File: config.mk
export PLATFORM = sky130hd
export DESIGN_NAME = fifo_rd_packer
export DESIGN_NICKNAME = d
export VERILOG_FILES = /design/src/rtl/fifo_rd_packer.sv
export SDC_FILE = /design/constraint.sdc
export NUM_CORES = 1
export LEC_CHECK = 0
export CAP_MARGIN = 20
export CELL_PAD_IN_SITES_DETAIL_PLACEMENT = 0
export CELL_PAD_IN_SITES_GLOBAL_PLACEMENT = 1
export CORE_ASPECT_RATIO = 1.5
export CORE_MARGIN = 2
export CORE_UTILIZATION = 43
export CTS_CLUSTER_DIAMETER = 50
export DETAILED_ROUTE_END_ITERATION = 10
export GPL_TIMING_DRIVEN = 0
export PLACE_DENSITY = 0.85
export SLEW_MARGIN = 30
export SYNTH_ARGS = -nofsm -noshare
export SYNTH_HDL_FRONTEND = slang
export SYNTH_SLANG_ARGS = --single-unit
File: constraint.sdc
create_clock -name clk -period 2.4 [get_ports clk]
set_input_delay 0.6 -clock clk [delete_from_list [all_inputs] [get_ports clk]]
set_output_delay 0.6 -clock clk [all_outputs]
set_load 0.005 [all_outputs]
File: src/rtl/fifo_rd_packer.sv
// Read-side byte packer for the 16x8 sync FIFO: pops bytes, packs PACK of them per word,
// and emits words on a valid/ready stream. Optional partial-word flush: define PACK_TIMEOUT_EN.
module fifo_rd_packer #(
  parameter int W_DATA  = 8,
  parameter int PACK    = 4,
  parameter int TIMEOUT = 16
) (
  input  logic                     clk,
  input  logic                     rst_n,
  input  logic                     fifo_empty,
  output logic                     fifo_pop,
  input  logic [W_DATA-1:0]        fifo_rdata,
  output logic [W_DATA*PACK-1:0]   out_data,
  output logic [PACK-1:0]          out_keep,
  output logic                     out_valid,
  input  logic                     out_ready
);

  localparam int CW = $clog2(PACK + 1);
  localparam logic [CW-1:0] PACK_C = CW'(PACK);

  // Same encoding as the FIFO's pop request type.
  typedef enum logic {NO_POP = 1'b0, POP = 1'b1} pop_e_t;

  logic [W_DATA*PACK-1:0] acc_q, acc_d;
  logic [CW-1:0]          cnt_q, cnt_d;
  logic                   inflight_q, inflight_d;
  logic [W_DATA*PACK-1:0] out_data_q, out_data_d;
  logic [PACK-1:0]        out_keep_q, out_keep_d;
  logic                   out_valid_q, out_valid_d;

  logic                   hold;
  logic                   out_free;
  logic                   xfer;
  logic                   room;
  logic [CW:0]            fill;
  logic                   partial;
  pop_e_t                 pop_sel;

  assign hold     = (cnt_q == PACK_C);
  assign out_free = !out_valid_q || out_ready;
  assign xfer     = hold && out_free;
  assign fill     = {1'b0, cnt_q} + {{CW{1'b0}}, inflight_q};
  assign room     = (fill < (CW+1)'(PACK));

`ifdef PACK_TIMEOUT_EN
  logic [7:0] idle_q, idle_d;
  logic       idle_cond;

  assign idle_cond = (cnt_q != '0) && !hold && !inflight_q && fifo_empty;
  assign partial   = (idle_q == 8'(TIMEOUT)) && out_free;

  // Saturate so a flush blocked by backpressure still fires once the output frees up.
  always_comb begin
    idle_d = 8'd0;
    if (idle_cond && !partial) begin
      if (idle_q == 8'(TIMEOUT)) idle_d = idle_q;
      else                       idle_d = idle_q + 8'd1;
    end
  end

  always_ff @(posedge clk or negedge rst_n) begin
    if (!rst_n) idle_q <= 8'd0;
    else        idle_q <= idle_d;
  end
`else
  logic [7:0] unused_timeout;
  assign unused_timeout = 8'(TIMEOUT);
  assign partial        = 1'b0;
`endif

  always_comb begin
    pop_sel = NO_POP;
    if (rst_n && !fifo_empty && !partial && (xfer || room)) pop_sel = POP;
  end

  assign fifo_pop   = (pop_sel == POP);
  assign inflight_d = fifo_pop;

  // Accumulator: clear on a word leaving, then land the returning byte in lane cnt.
  always_comb begin
    acc_d = acc_q;
    cnt_d = cnt_q;
    if (xfer || partial) begin
      acc_d = '0;
      cnt_d = '0;
    end
    if (inflight_q) begin
      for (int i = 0; i < PACK; i++) begin
        if (cnt_q == CW'(i)) acc_d[i*W_DATA +: W_DATA] = fifo_rdata;
      end
      cnt_d = cnt_q + CW'(1);
    end
  end

  always_comb begin
    out_data_d  = out_data_q;
    out_keep_d  = out_keep_q;
    out_valid_d = out_valid_q;
    if (xfer) begin
      out_data_d  = acc_q;
      out_keep_d  = {PACK{1'b1}};
      out_valid_d = 1'b1;
    end else if (partial) begin
      for (int i = 0; i < PACK; i++) begin
        out_keep_d[i]                  = (CW'(i) < cnt_q);
        out_data_d[i*W_DATA +: W_DATA] = (CW'(i) < cnt_q) ? acc_q[i*W_DATA +: W_DATA] : '0;
      end
      out_valid_d = 1'b1;
    end else if (out_valid_q && out_ready) begin
      out_valid_d = 1'b0;
    end
  end

  always_ff @(posedge clk or negedge rst_n) begin
    if (!rst_n) begin
      acc_q       <= '0;
      cnt_q       <= '0;
      inflight_q  <= 1'b0;
      out_data_q  <= '0;
      out_keep_q  <= '0;
      out_valid_q <= 1'b0;
    end else begin
      acc_q       <= acc_d;
      cnt_q       <= cnt_d;
      inflight_q  <= inflight_d;
      out_data_q  <= out_data_d;
      out_keep_q  <= out_keep_d;
      out_valid_q <= out_valid_d;
    end
  end

  assign out_data  = out_data_q;
  assign out_keep  = out_keep_q;
  assign out_valid = out_valid_q;

endmodule
==> impl_metrics.py, run 1 <==
metrics = {
    "pwr": {
        "irDropWorstVdd_uv": 524,
        "power_w": 0.00221,
        "clkPwrFrac_pct": 44.1,
        "p_seq_share_pct": 53.4,
        "internal-power_w": 0.00174,
        "p_comb_share_pct": 2.6,
        "p_per_area_nw_per_um2": 586,
        "sw_frac_of_total_pct": 21.5,
        "p_sw_w": 0.000474,
        "leakage_nw": 1.82,
    },
    "synth": {
        "ys_seq_elements": 70,
        "yosys.area_share.adder_pct": 2.17,
        "netlist_area_um2": 2880,
        "synth-simple-area-share_pct": 5.17,
        "ys_seq_area_share_pct": 60.8,
        "synth_xor_area_share_pct": 0,
        "yosys_warnings": 0,
        "syn_nets": 212,
        "syn_avg_cell_area_um2": 14.8,
        "synth-compound-area-share_pct": 10.6,
        "post_synth_num_cell_types": 26,
        "synth_top_family_by_area": "multiplexers",
        "synth_mux_area_share_pct": 16.7,
        "netlist_instances": 195,
    },
    "sta": {
        "finClkSkew_ps": 8.69,
        "tightest_slew_ps": 416,
        "rsz0062_at_grt": "false",
        "fin_crit_sh_pct": 94.3,
        "fmax_ghz": 0.442,
        "slew_headroom_pct": 72.3,
        "slew_violations": 0,
        "setup_viol": 0,
        "hold_violations": 0,
        "timing.final.ws_setup_ps": 137,
        "finalCriticalPeriod_ps": 2260,
    },
    "global_route": {
        "grt_pass1_wl_mm": 9.69,
        "grt_max_degree": 42,
        "grt_usage_pct": 17.4,
        "grt_pass1_vias": 1824,
        "overflow": 0,
        "antenna_found_initial": 0,
    },
    "layout": {
        "layoutNonFillerInstCount": 347,
        "drive_above_1_share_pct": 29.9,
        "fin_util_pct": 58.1,
        "antenna_cells": 0,
        "fin_area_um2": 3770,
        "area_growth_pct": 30.8,
        "nNetsFinal": 283,
    },
    "drt": {
        "dr.first_iter.drc_count": 106,
        "dr.pass1.iters": 4,
        "ant_nets": 0,
        "via_per_inst": 5.21,
        "vias": 1807,
        "drc_errors": 0,
        "wl_per_cell_um": 17.0,
        "drt-total-wl_mm": 5.91,
    },
    "cts": {
        "clock_path_buffers": 2,
        "htree_levels": 3,
        "root_buffer": "clkbuf_8",
        "cts_tree": "done",
        "cts_inserted_buffers": 9,
        "clkSlewWorstSetupHoldPaths_ps": 80,
        "cts.hold.buffers_added": 0,
        "cts.sinks": 70,
        "insertion_delay_ps": 350,
    },
    "critical_path": {
        "worstPathArrival_ps": 1660,
        "required_ps": 1800,
        "crit_type": "input pin to output port",
        "startpoint_type": "input pin",
        "end_kind": "output port",
        "cp_max_fo": 6,
    },
    "placement": {
        "port_buffers": 49,
        "gp_congestion": 0.733,
        "dp_worst_setup_slack_ps": -381,
        "hpwl_mm": 4.05,
        "dp_cells": 321,
        "post_dp_cell_area_um2": 3480,
    },
    "floorplanning": {
        "rows": 36,
        "die_y_um": 104,
        "ioPinCount": 50,
        "initial_utilization_pct": 44.4,
        "coreArea_um2": 6490,
        "die_w_um": 70.8,
        "die_area_um2": 7390,
    },
    "status": {
        "status": "complete, no violations",
    },
    "hold_path": {
        "hp-class": "input pin to asynchronous set/reset pin",
    },
    "flow_run": {
        "maxCapViolations": 0,
    },
}
[stage by stage]
step	hold slack [ps]	TNS, ps
after floorplan	304	0
after global placement	484	-109270
after detailed placement	482	-381
after CTS	183	0
after global routing	196	0
final	175	0
[state kept, by name (all words and copies together) (netlist names)]
| signal | count |
|---|---|
| out_data | 32 |
| inflight_q | 1 |
| acc_q | 32 |
| cnt_q | 3 |
| out_keep | 1 |
| out_valid | 1 |
[cells by family (layout without fill, tap and decap cells)]
logic type                 Yosys count  after routing
and+or+nand+nor                     30             30
buffers and inverters               17             93
adders and majority gates            5              5
AOI/OAI and AO/OA                   40             40
muxes                               33             33
DFF                                 70             70
[path summary, 6_finish.rpt]
path	from	endpoint	slack [ps]	cells after the start
worst max-delay path	out_ready	fifo_pop	140	5
worst min-delay path	rst_n	out_data[31]	170	1
worst max register to register	cnt_q[1]	out_data[16]	650	7
worst min register to register	acc_q[22]	acc_q[22]	510	1
max in group asynchronous	rst_n	out_data[9]	1680	2
min in group clk	acc_q[22]	acc_q[22]	510	1
[metal layers]
metal,track usage (%),vias up,part of all wire (%)
met5,0,-,0
met4,8.63,0,2.5
met3,4.65,14,3.5
met2,27.1,53,52
met1,22.3,912,43
li1,-,828,-
[worst max-delay path, cell delays in order]
cell             delay, ps
clkdlybuf4s50_1        450
nand2b_4               150
a21oi_1                 90
nor3b_2                220
clkbuf_2               140
[Yosys cell counts]
master    instances  area, um2
dfrtp_1          70       1750
mux2_4           29        435
a22o_1           24        210
nand2_1          21       78.8
o21ai_0           8       40.0
ha_1              5       62.6
buf_2             4       20.0
inv_1             4       15.0
mux2_2            4       45.0
a21oi_2           3       26.3
and3b_1           3       26.3
buf_4             3       22.5
a21oi_1           2       10.0
and2_1            2       12.5
buf_12            2       40.0
a31oi_1           1       6.26
and2_4            1       8.76
buf_1             1       3.75
buf_6             1       11.3
buf_8             1       15.0
clkbuf_1          1       3.75
nand2b_2          1       8.76
nor3b_1           1       7.51
o22ai_1           1       6.26
o31ai_1           1       7.51
or2_2             1       6.26
[repair_timing]
action,CTS,global route
setup buffers,2,8
gates resized for setup,4,4
pin swaps,0,1
setup endpoints to repair,1,1
[cell type report]
| cell class | instances | area, um2 |
|---|---|---|
| multi-input combinational | 108 | 1010 |
| tap | 76 | 95.1 |
| fill | 540 | 2720 |
| buffer | 13 | 116 |
| timing repair buffer | 60 | 578 |
| clock buffer | 13 | 159 |
| clock inverter | 3 | 42.5 |
| sequential | 70 | 1750 |
| inverter | 4 | 15.0 |
[power by group through the flow]
stage | Combinational, W | Clock [W] | Sequential [W]
2_1_floorplan | 0.00000129 | 0 | 0.00120
3_3_place_gp | 0.0000532 | 0 | 0.00120
3_5_place_dp | 0.0000583 | 0 | 0.00120
4_1_cts | 0.0000589 | 0.000982 | 0.00118
5_1_grt | 0.0000629 | 0.00104 | 0.00118
6_report | 0.0000566 | 0.000974 | 0.00118
[layout by cell type (no fill, tap or decap), types with 4 or more instances in the layout]
cell and count:
a22o_1 24, buf_2 4, buf_4 14, clkbuf_8 11, clkdlybuf4s50_1 47, dfrtp_1 70
ha_1 4, mux2_2 4, mux2_4 29, nand2_1 21, o21ai_0 8
No activity file was read; power rests on OpenSTA's default activity.
==> run 2: changes to the inputs <==
--- a/config.mk
+++ b/config.mk
@@ -19,3 +19,4 @@
 export SYNTH_ARGS = -nofsm -noshare
 export SYNTH_HDL_FRONTEND = slang
 export SYNTH_SLANG_ARGS = --single-unit
+export TNS_END_PERCENT = 20
==> results of run 2 <==
The final DEF is identical to that of run 1; final timing and power are the same.
==> run 3: changes to the inputs <==
==> constraint.sdc (replaced) <==
create_clock -name clk -period 2.4 [get_ports clk]
set_input_delay 0.36 -clock clk [delete_from_list [all_inputs] [get_ports clk]]
set_output_delay 0.36 -clock clk [all_outputs]
set_load 0.005 [all_outputs]
==> run 3 against run 2 <==
Worst setup slack better by 68 ps. Non-clock buffer count down 9. Routed wire length down 3.0%. Critical endpoint unchanged. Highest routed layer unchanged.
==> impl_metrics.py, run 3 (synthesis gave the netlist of run 1 again) <==
metrics = {
    "layout": {
        "fin_area_um2": 3700,
        "drive_above_1_share_pct": 26.0,
        "layout_common_cells": "dfrtp_1, clkdlybuf4s50_1, mux2_4",
        "antenna_cells": 0,
        "regArea_um2": 1750,
        "nNetsFinal": 274,
        "final_common_cell": "dfrtp_1",
        "fin_util_pct": 57.0,
        "fillers": 553,
        "multi_input_area_um2": 1000,
        "area_growth_pct": 28.4,
    },
    "global_route": {
        "antenna_found_initial": 0,
        "grt_pass1_vias": 1812,
        "grt_usage_pct": 17.2,
        "grt_pass1_wl_mm": 9.58,
        "overflow": 0,
        "grt_max_degree": 42,
    },
    "sta": {
        "tightest_slew_ps": 418,
        "fin_crit_sh_pct": 91.5,
        "finClkSkew_ps": 5.22,
        "fmax_ghz": 0.456,
        "slew_violations": 0,
        "rsz0062_at_grt": "false",
        "slew_headroom_pct": 72.1,
        "timing.hold.ws_ps": 482,
        "finalCriticalPeriod_ps": 2190,
        "setup_viol": 0,
        "hold_violations": 0,
    },
    "floorplanning": {
        "coreArea_um2": 6490,
        "die_w_um": 70.8,
        "rows": 36,
        "initial_utilization_pct": 44.4,
        "ioPinCount": 50,
        "die_y_um": 104,
        "die_area_um2": 7390,
    },
    "cts": {
        "clock_path_buffers": 2,
        "root_buffer": "clkbuf_8",
        "htree_levels": 3,
        "cts_inserted_buffers": 9,
        "cts.sinks": 70,
        "insertion_delay_ps": 350,
        "cts_tree": "done",
        "clkSlewWorstSetupHoldPaths_ps": 70,
    },
    "pwr": {
        "irDropWorstVdd_uv": 522,
        "leakage_nw": 1.78,
        "power_w": 0.00221,
        "p_per_area_nw_per_um2": 597,
    },
    "drt": {
        "vias": 1718,
        "wl_per_cell_um": 17.0,
        "dr.pass1.iters": 4,
        "drc_errors": 0,
        "ant_nets": 0,
        "drt-total-wl_mm": 5.73,
        "dr.first_iter.drc_count": 111,
        "via_per_inst": 5.08,
    },
    "status": {
        "status": "complete, no violations",
    },
    "hold_path": {
        "hp-class": "input pin to asynchronous set/reset pin",
    },
    "critical_path": {
        "required_ps": 2040,
        "worst-path-buf-inv": 2,
        "cp_top_family": "simple AND/OR/NAND/NOR gates",
        "cp_max_fo": 6,
        "end_kind": "output port",
        "startpoint_type": "flop",
        "cp_slowest_stage_delay_ps": 420,
        "worstPathArrival_ps": 1830,
        "path_cells": "inv_1 > ha_1 > and2_4 > a21oi_1 > nor3b_2 > dlygate4sd2_1",
        "cp_slowest_cell": "dfrtp_1",
        "crit_type": "flop to output port",
    },
    "placement": {
        "port_buffers": 49,
        "post_dp_cell_area_um2": 3480,
        "gp_congestion": 0.733,
        "hpwl_mm": 4.05,
    },
    "flow_run": {
        "maxCapViolations": 0,
    },
}
[run 3: cell types whose count changed in the layout (fill, tap and decap cells not counted), sizes merged]
cell,delta
buf,-10
clkbuf,-1
dlygate4sd2,+1
dlygate4sd3,+1
[run 3: final timing paths]
kind                       slack (ps)  cells after the start      endpoint  startpoint
setup / recovery                  210                      6      fifo_pop    cnt_q[1]
hold / removal                    480                      2  out_data[31]       rst_n
setup reg to reg                  580                      7  out_data[16]    cnt_q[1]
hold reg to reg                   500                      1      acc_q[1]    acc_q[1]
max in group asynchronous        1370                      3  out_data[12]       rst_n
min in group clk                  500                      1      acc_q[1]    acc_q[1]
[run 3: what timing repair did]
item                                   in CTS  in global routing
hold buffers                                1                  0
buffers inserted                            0                  0
setup endpoints to repair                   1                  0
endpoints found under the hold margin      29                  0
gates resized for setup                     3                  0
[run 3: area by class of cell]
type | instances | share of cell area, %
sequential | 70 | 47.3
multi-input combinational | 108 | 27.1
timing repair buffer | 51 | 14.0
clock buffer | 13 | 4.29
buffer | 13 | 3.15
tap | 76 | 2.57
clock inverter | 3 | 1.15
inverter | 4 | 0.406
[run 3: worst reg2reg max path, cell delays in order (launching register included)]
cell	delay [ps]
dfrtp_1	420
inv_1	120
ha_1	190
and2_4	200
and2_1	150
buf_6	150
buf_8	160
mux2_4	310
[run 3: through the flow]
stage	instances	TNS, ps	setup slack (ps)
4_1_cts	338	0	190
3_5_place_dp	321	0	99.1
2_1_floorplan	195	0	711
6_report	338	0	205
3_3_place_gp	320	-91750	-1960
5_1_grt	338	0	103
[run 3: layer usage]
metal,vias up,share of wire (%),GRT usage [%]
met1,863,44,22.3
met4,0,2.3,8.63
met3,10,3.0,4.65
met5,-,0,0
met2,35,51,26.2
li1,810,-,-
[run 3: power by group]
group,switching (W),total [W],internal [W]
combinational,0.0000358,0.0000571,0.0000212
clock,0.000436,0.000973,0.000536
sequential,0.0000000000000000000649,0.00118,0.00118
total,0.000472,0.00221,0.00174
